==> src/rtl/fetch_sequencer.sv <==
// fetch_sequencer: owns the PC, issues req/ack fetches to a multi-cycle
// instruction memory and presents each fetched instruction to decode with a
// valid/stall handshake. A redirect that lands while a fetch is outstanding is
// remembered and the returning data is discarded.
// Optional build macro: FETCH_PERF_CNT_EN adds fetch/squash/stall counters.
module fetch_sequencer #(
    parameter int              WORD      = 64,
    parameter int              INSTR_LEN = 32,
    parameter logic [WORD-1:0] RESET_PC  = '0,
    parameter int              PC_INC    = 4
) (
    input  logic                 clk,
    input  logic                 reset,
    input  logic [WORD-1:0]      branch_target,
    input  logic                 pc_src,
    input  logic                 stall,
    output logic                 imem_req,
    output logic [WORD-1:0]      imem_addr,
    input  logic                 imem_ack,
    input  logic [INSTR_LEN-1:0] imem_rdata,
    output logic [WORD-1:0]      cur_pc_if,
    output logic [INSTR_LEN-1:0] instruction_if,
    output logic                 valid_if
`ifdef FETCH_PERF_CNT_EN
    ,
    output logic [31:0]          fetch_count,
    output logic [31:0]          squash_count,
    output logic [31:0]          stall_count
`endif
);

    localparam logic [WORD-1:0] PC_STEP = WORD'(PC_INC);

    typedef enum logic {
        S_FETCH = 1'b0,
        S_OUT   = 1'b1
    } state_t;

    state_t                 state_q, state_d;
    logic [WORD-1:0]        pc_q, pc_d;
    logic                   redir_pend_q, redir_pend_d;
    logic [WORD-1:0]        pend_target_q, pend_target_d;
    logic [WORD-1:0]        cur_pc_q, cur_pc_d;
    logic [INSTR_LEN-1:0]   instr_q, instr_d;
    logic                   valid_q, valid_d;

    // State and datapath registers, cleared immediately by reset.
    always_ff @(posedge clk or posedge reset) begin
        if (reset) begin
            state_q       <= S_FETCH;
            pc_q          <= RESET_PC;
            redir_pend_q  <= 1'b0;
            pend_target_q <= '0;
            cur_pc_q      <= '0;
            instr_q       <= '0;
            valid_q       <= 1'b0;
        end else begin
            state_q       <= state_d;
            pc_q          <= pc_d;
            redir_pend_q  <= redir_pend_d;
            pend_target_q <= pend_target_d;
            cur_pc_q      <= cur_pc_d;
            instr_q       <= instr_d;
            valid_q       <= valid_d;
        end
    end

    // Next-state and next-PC selection; the PC only moves on delivery or redirect.
    always_comb begin
        state_d       = state_q;
        pc_d          = pc_q;
        redir_pend_d  = redir_pend_q;
        pend_target_d = pend_target_q;
        cur_pc_d      = cur_pc_q;
        instr_d       = instr_q;
        valid_d       = valid_q;
        case (state_q)
            S_FETCH: begin
                if (imem_ack) begin
                    if (redir_pend_q || pc_src) begin
                        // Data belongs to a stale address: drop it and refetch.
                        pc_d         = pc_src ? branch_target : pend_target_q;
                        redir_pend_d = 1'b0;
                    end else begin
                        instr_d  = imem_rdata;
                        cur_pc_d = pc_q;
                        valid_d  = 1'b1;
                        pc_d     = pc_q + PC_STEP;
                        state_d  = S_OUT;
                    end
                end else if (pc_src) begin
                    // Address must stay stable until ack, so park the target.
                    redir_pend_d  = 1'b1;
                    pend_target_d = branch_target;
                end
            end
            S_OUT: begin
                if (pc_src) begin
                    valid_d = 1'b0;
                    pc_d    = branch_target;
                    state_d = S_FETCH;
                end else if (!stall) begin
                    valid_d = 1'b0;
                    state_d = S_FETCH;
                end
            end
            default: state_d = S_FETCH;
        endcase
    end

    // Outputs: request is gated by reset so it drops without waiting for a clock.
    always_comb begin
        imem_req       = (state_q == S_FETCH) && !reset;
        imem_addr      = pc_q;
        cur_pc_if      = cur_pc_q;
        instruction_if = instr_q;
        valid_if       = valid_q;
    end

`ifdef FETCH_PERF_CNT_EN
    logic        deliver_evt, squash_evt, stall_evt;
    logic [31:0] fetch_cnt_q, squash_cnt_q, stall_cnt_q;

    // Event decode for the performance counters.
    always_comb begin
        deliver_evt = (state_q == S_FETCH) && imem_ack && !redir_pend_q && !pc_src;
        squash_evt  = (state_q == S_FETCH) && imem_ack && (redir_pend_q || pc_src);
        stall_evt   = (state_q == S_OUT) && stall && !pc_src;
    end

    // Free-running wrap-around counters.
    always_ff @(posedge clk or posedge reset) begin
        if (reset) begin
            fetch_cnt_q  <= '0;
            squash_cnt_q <= '0;
            stall_cnt_q  <= '0;
        end else begin
            if (deliver_evt) fetch_cnt_q  <= fetch_cnt_q + 32'd1;
            if (squash_evt)  squash_cnt_q <= squash_cnt_q + 32'd1;
            if (stall_evt)   stall_cnt_q  <= stall_cnt_q + 32'd1;
        end
    end

    assign fetch_count  = fetch_cnt_q;
    assign squash_count = squash_cnt_q;
    assign stall_count  = stall_cnt_q;
`endif

endmodule

==> config.mk <==
export PLATFORM = sky130hd
export DESIGN_NAME = fetch_sequencer
export DESIGN_NICKNAME = d
export VERILOG_FILES = /design/src/rtl/fetch_sequencer.sv
export SDC_FILE = /design/constraint.sdc
export NUM_CORES = 1
export LEC_CHECK = 0
export ABC_AREA = 1
export ABC_CLOCK_PERIOD_IN_PS = 18800
export CORE_ASPECT_RATIO = 0.6
export CORE_MARGIN = 1.5
export CORE_UTILIZATION = 55
export DETAILED_ROUTE_END_ITERATION = 6
export PLACE_DENSITY = 0.87
export SLEW_MARGIN = 20
export SYNTH_ARGS = -nofsm -noshare
export SYNTH_HDL_FRONTEND = slang
export SYNTH_SLANG_ARGS = --single-unit
==> constraint.sdc <==
create_clock -name clk -period 18.8 [get_ports clk]
set_clock_uncertainty 0.2 [all_clocks]
set_input_delay 3.76 -clock clk [delete_from_list [all_inputs] [get_ports clk]]
set_output_delay 3.76 -clock clk [all_outputs]
set_load 0.01 [all_outputs]
-- After elaboration in Yosys (flattened, before gate mapping)
Index checks and enable logic that the tools add are counted.
- register bits after elaboration: 227
- output and inout bits: 162
- logic and storage cells: 43
- add/sub/neg operators: 1
- equality and inequality tests: 5
- multiplexer cells: 18
- bitwise operators: 3
- reduce and logical (&&, ||, !) cells: 9
- operator list (cell ; number):
    two-way mux 64 bit ; 4
    one-hot mux 64 bit (2 select lines) ; 1
    adder 64 x 3 -> 64 bit, second input constant ; 1
    two-way mux 1 bit ; 11
    AND reduction 3 bit ; 3
    inequality test 2 bit, second input constant ; 3
    one-hot mux 1 bit (2 select lines) ; 2
    AND reduction 2 bit ; 2
    inequality test 3 bit, second input constant ; 1
    NOT 1 bit ; 3
    inequality test 2 x 1 -> 1 bit, second input constant ; 1
    nonzero test 2 bit ; 1
    logical AND 1 bit ; 1
    zero test 1 bit ; 1
    logical OR 1 bit ; 1

-- Longest topological paths before layout
Gate-level depths: netlist of run 1.
- word-level depth: 4
- mapped depth: 11

-- Worst setup path before layout of run 1
OpenSTA, ideal clock, no wires.
- path type: input to output
- start point: in reset
- end point: out imem_req
- arrival time: 3917 ps
- required time: 14840 ps
- slack: 10923 ps
- cell stages on the path: 1
- path buffers: 0
- cell sequence: nor2_1
- cells in the longest elaborated chain, start to end: 2
- ends and longest elaborated chain (what ; RTL line ; RTL):
    start, declared ; 13 ; input logic reset,
    zero test 1 bit ; 113 ; imem_req = (state_q == S_FETCH) && !reset;
    logical AND 1 bit ; 113 ;
    end, declared ; 17 ; output logic imem_req,
No other way between the ends.

-- Worst setup path after layout of run 1
Same ends and word-level chain as after synthesis.

==> flow_summary.toml, run 1 <==
[run_status]
outcome = "finished with violations"
violations = "DRC"

[grt]
grt_pass1_wl_um = 64400
grt-ovfl-total = 0
grt_pass1_vias = 11100
antenna_found_initial = 3
grt_util_all_layers_pct = 37.4
grt_max_degree = 96

[pwr]
power.clock.fraction_pct = 26.2
power_w = 0.00191
power_frac_seq_pct = 39.4
p_sw_share_pct = 35.4
p_int_w = 0.00123
ir_drop_uv = 77.2
p_switching_w = 0.000677
power_frac_comb_pct = 34.3
p_leak_nw = 6.67
power_density_mw_per_mm2 = 123

[cells_and_area]
synthToLayoutAreaGrowth_pct = 29.5
final_util_pct = 73.1
drive_above_1_share_pct = 7.37
fin_nets = 1851
antenna_cells = 0
fillers = 1592

[logic_synthesis]
syn_inst = 1529
synth_cell_type_count = 42
avgSynthCellArea_sq_um = 7.82
ys.warnings.count = 0
yosysTopAreaCell = "dfrtp_1"
ys.flop_type = "dfrtp_1"
ys_seq_elements = 227
ys_async_sr_fraction_pct = 100
netlist.area_leader.share_pct = 47.5
syn_nets = 1631
seq_area_frac_synth_pct = 47.5
synth_area_leaders = "dfrtp_1 47%, nand2_1 14%, o21ai_0 8.1%"
synth-edff-count = 0
synth.cell_area_sq_mm = 0.0120

[detailed_routing]
drt_iter0_markers = 1556
wl_per_cell_um = 20.9
drc = 21
dr_total_vias = 12200
firstDrtPassIters = 7
route.antenna.remaining_nets = 0
vias_per_cell = 5.96
finalWirelength_um = 42800

[sta]
slew_headroom_pct = 29.2
fmax_ghz = 0.112
tightest_slew_ps = 1060
finalCritPeriodShare_pct = 47.4
min_period_ps = 8920
hold_violations = 0
drv_slew = 0
setup_viol = 0
tns_ps = 0
grt_setup_unrepaired = "no"

[worst_setup_path]
worstPathMaxFanout = 2
path_class = "input port to output pin"
worst_ep_arrival_time_ps = 4960
cp.required_ps = 14840
crit_path_end_kind = "output pin"
startpoint_type = "input port"

[clock_network]
cts_tree = "yes"
holdBufCountCts = 0
ctsResizeCount = 0
cts_made_buffers = 22
clkTransAtPathRegs_ps = 60
clkSinkCount = 227
clockBufferDepth = 3
cts_root_buf = "clkbuf_16"
h-tree-depth = 1
post-cts-setup-buffer-count = 0
clk_latency_ps = 520

[placement]
place_congestion = 0.983
place.port_buffers = 262
dp_hpwl_um = 31300

[floorplan]
die_w_um = 193
die_y_um = 117
num_io_pins = 263
core_sq_mm = 0.0212
dieArea_sq_mm = 0.0227
num_rows = 41
initial_core_util_pct = 56.5

[flow_run]
drv_cap = 0

[min_path]
hp-class = "register to register"
-- cell type report --
type,instances,area (sq um),share of cell area (%)
clock buffers,30,632,4.08
clock inverters,10,180,1.16
inverters,119,454,2.93
multi-input cells,1109,5510,35.6
flip-flops and latches,227,5680,36.7
well taps,279,349,2.25
repair buffers,270,2680,17.3
-- power by group through the flow --
stage          sequential (W)  clock, W  combinational, W
6_report             0.000754  0.000501          0.000657
2_1_floorplan        0.000769         0          0.000248
4_1_cts              0.000748  0.000502          0.000647
3_3_place_gp         0.000746         0          0.000627
5_1_grt              0.000768  0.000521          0.000706
3_5_place_dp         0.000754         0          0.000642
-- final timing paths --
path,start,endpoint,slack (ps),depth (start not counted)
setup / recovery,reset,imem_req,9880,3
hold / removal,pend_target_q[57],pend_target_q[57],280,2
setup reg to reg,state_q,imem_addr[13],14870,7
hold reg to reg,pend_target_q[57],pend_target_q[57],280,2
max in group asynchronous,reset,instruction_if[19],12570,4
min in group asynchronous,reset,cur_pc_if[1],3580,2
-- cell families (layout without fill, tap and decap cells) --
| group | after synthesis | count (layout) | synth area share, % |
|---|---|---|---|
| muxes | 44 | 44 | 4.08 |
| DFF | 227 | 227 | 47.5 |
| AOI/OAI and AO/OA | 356 | 356 | 17.0 |
| buffers and inverters | 193 | 429 | 6.53 |
| and+or+nand+nor | 704 | 704 | 24.5 |
| xor gates and xnor gates | 4 | 4 | 0.293 |
| adders and majority gates | 1 | 1 | 0.105 |
-- synth_stat cells (3+ instances only) --
master    number
nand2_1      449
dfrtp_1      227
o21ai_0      194
nor2_1       138
inv_1        112
nand3_1       57
a21oi_1       48
mux2_2        38
clkbuf_1      37
buf_2         30
a221oi_1      22
o21ai_1       20
nand4_1       19
a21boi_0      16
a22oi_1       16
nor2_2        14
o211ai_1      12
a31oi_1       11
nand2_2       10
inv_2          6
mux2i_1        6
nor2_4         6
a211oi_1       5
buf_4          5
o31ai_1        5
nand2_4        3
nor3_1         3
o22ai_1        3
-- flip-flops by register name, summed over array words and instances, names as in the netlist --
signal          flops
cur_pc_if          64
imem_addr          64
instruction_if     32
pend_target_q      64
redir_pend_q        1
state_q             1
valid_if            1
-- per-layer routing --
metal | global-route usage (%) | vias up | share of wire [%]
met2 | 51.5 | 816 | 39
li1 | - | 5509 | -
met3 | 14.2 | 62 | 16
met1 | 56.1 | 5791 | 44
met4 | 6.72 | 2 | 1.8
met5 | 0 | - | 0.023
-- metrics by stage --
step / setup slack [ps] / hold slack [ps] / std cells / area (sq um)
3_3_place_gp: 9880 / 255 / 2004 / 14700
6_report: 9880 / 278 / 2044 / 15500
4_1_cts: 9870 / 276 / 2044 / 15500
3_5_place_dp: 9870 / 259 / 2004 / 14700
2_1_floorplan: 8620 / 242 / 1529 / 12000
5_1_grt: 9830 / 305 / 2044 / 15500
-- cells in the final DEF (no fill, tap or decap), drive strengths merged --
cell type and count:
a211oi 5, a21boi 17, a21oi 48, a221oi 22, a22oi 16, a31oi 11, a32oi 1, buf 9
bufinv 5, clkbuf 30, clkdlybuf4s50 261, clkinv 4, clkinvlp 2, dfrtp 227, ha 1, inv 118
mux2 38, mux2i 6, nand2 462, nand3 58, nand4 20, nor2 159, nor3 4, nor4 1
o211ai 12, o21ai 215, o221ai 1, o22ai 3, o31ai 5, xnor2 2, xor2 2
-- worst max-delay path: stages --
cell and delay [ps]:
clkdlybuf4s50_1 510, nor2_1 140, clkdlybuf4s50_1 550
Power figures use the tool's default switching activity.
==> run 2, diff against run 1 <==
- ABC_CLOCK_PERIOD_IN_PS: 18800 -> 9270
- CORE_UTILIZATION: 55 -> 51
- PLACE_DENSITY: 0.87 -> 0.81
- clock period: 18.8 -> 9.27 ns (I/O delays scaled with it)
==> flow_summary.toml, run 2 (synthesized netlist as in run 1, its figures left out) <==
[grt]
grt_util_all_layers_pct = 36.9
grt_pass1_wl_um = 67700
grt-ovfl-total = 0
grt_pass1_vias = 11200
grt_max_degree = 111
antenna_found_initial = 2

[detailed_routing]
dr_total_vias = 12300
drt_iter0_markers = 1689
vias_per_cell = 5.92
firstDrtPassIters = 7
route.antenna.remaining_nets = 0
drc = 1
finalWirelength_um = 45400
wl_per_cell_um = 21.9

[worst_setup_path]
reg2reg_to = "imem_addr[43]"
startpoint_type = "input port"
max_stage_delay_ps = 550
slowest_stage = "clkdlybuf4s50_1"
crit_path_end_kind = "output pin"
regToRegStartpoint = "state_q"
rrSetupSlack_ps = 5420
crit_buf_inv = 2
critPathTopFamily = "buffers and inverters"
worstPathMaxFanout = 2
critPathMostFrequentCell = "clkdlybuf4s50_1"
worstPathCellList = "clkdlybuf4s50_1 -> nor2_1 -> clkdlybuf4s50_1"
ff2ff_path_depth = 8
path_class = "input port to output pin"
cp.required_ps = 7220
worst_ep_arrival_time_ps = 3050

[cells_and_area]
synthToLayoutAreaGrowth_pct = 29.1
drive_above_1_share_pct = 7.26
final_common_cell = "nand2_1"
most-common-layout-cells = "448 x nand2_1, 261 x clkdlybuf4s50_1, 226 x dfrtp_1"
finalInstanceArea_sq_mm = 0.0154
fin_nets = 1850
fillers = 1939

[pwr]
power_density_mw_per_mm2 = 246
p_leak_nw = 6.61
ir_drop_uv = 136

[placement]
dpl_worst_slack_ps = 3930
placed_area_sq_mm = 0.0147
dp_hpwl_um = 33700
place.port_buffers = 262
place_congestion = 1.09

[floorplan]
num_io_pins = 263
die_w_um = 201
dieArea_sq_mm = 0.0244
num_rows = 43
die_y_um = 122
initial_core_util_pct = 51.8
core_sq_mm = 0.0231

[clock_network]
cts_root_buf = "clkbuf_16"
ctsResizeCount = 0
clkSinkCount = 227
holdBufCountCts = 0
clkTransAtPathRegs_ps = 60
cts_made_buffers = 22
clockBufferDepth = 3
cts_tree = "yes"
post-cts-setup-buffer-count = 0
h-tree-depth = 1
clk_latency_ps = 520

[flow_run]
drv_cap = 0

[sta]
drv_slew = 0
tightest_slew_ps = 1090
min_period_ps = 5100
slew_headroom_pct = 27.4
timing.hold.ws_ps = 285
worst_slack_ps = 4170
setup_viol = 0
tns_ps = 0
grt_setup_unrepaired = "no"
fmax_ghz = 0.196
hold_violations = 0
finalCritPeriodShare_pct = 55.0

[min_path]
worstHoldPathCells = 2
hp-start = "cur_pc_if[13]"
hp-class = "register to register"
holdPathEnd = "cur_pc_if[13]"

[run_status]
violations = "DRC"
outcome = "finished with violations"
[run 2: stage by stage]
stage	power, W	util (%)	cells
after global placement	0.00281	63.7	2039
after detailed placement	0.00285	63.7	2039
after global routing	0.00396	66.9	2077
after CTS	0.00376	66.9	2077
final	0.00379	66.9	2078
after floorplan	0.00206	-	1529
[run 2: metal layers]
| metal | routed length, um | GRT usage [%] | up-vias |
|---|---|---|---|
| met2 | 16900 | 47.5 | 932 |
| met3 | 7940 | 17.2 | 75 |
| met5 | 223 | 6.75 | - |
| li1 | - | - | 5510 |
| met4 | 811 | 5.92 | 4 |
| met1 | 19500 | 55.4 | 5791 |
[run 2: worst reg2reg max path, delay by kind of cell (launching register included)]
family | cells | cell delay [ps]
compound gates | 3 | 1180
flops | 1 | 910
simple gates | 1 | 60
buf+inv | 4 | 1350
[run 2: final cells by class]
cell class              count  area, sq um  area share [%]
flip-flops and latches    227         5680            36.8
multi-input cells        1109         5510            35.7
repair buffers            269         2670            17.3
clock buffers              30          642            4.16
inverters                 119          454            2.94
well taps                 315          394            2.55
clock inverters             8         78.8           0.511
diodes                      1         2.50          0.0162
[run 2: worst max path at each step]
stage | from | endpoint | slack, ps | cells after the start
final | reset | imem_req | 4170 | 3
after CTS | reset | imem_req | 4160 | 3
after detailed placement | pc_src | imem_addr[29] | 3930 | 9
after global routing | pc_src | imem_addr[10] | 4070 | 10
after global placement | pc_src | imem_addr[40] | 4020 | 10
after floorplan | reset | cur_pc_if[0] | 1000 | 1
[run 2: where the power goes]
group	internal, W	switching [W]	leakage, nW
registers	0.00126	0.000285	2.79
clock network	0.000514	0.000403	0.343
logic	0.000622	0.000705	3.48
total	0.00240	0.00139	6.61
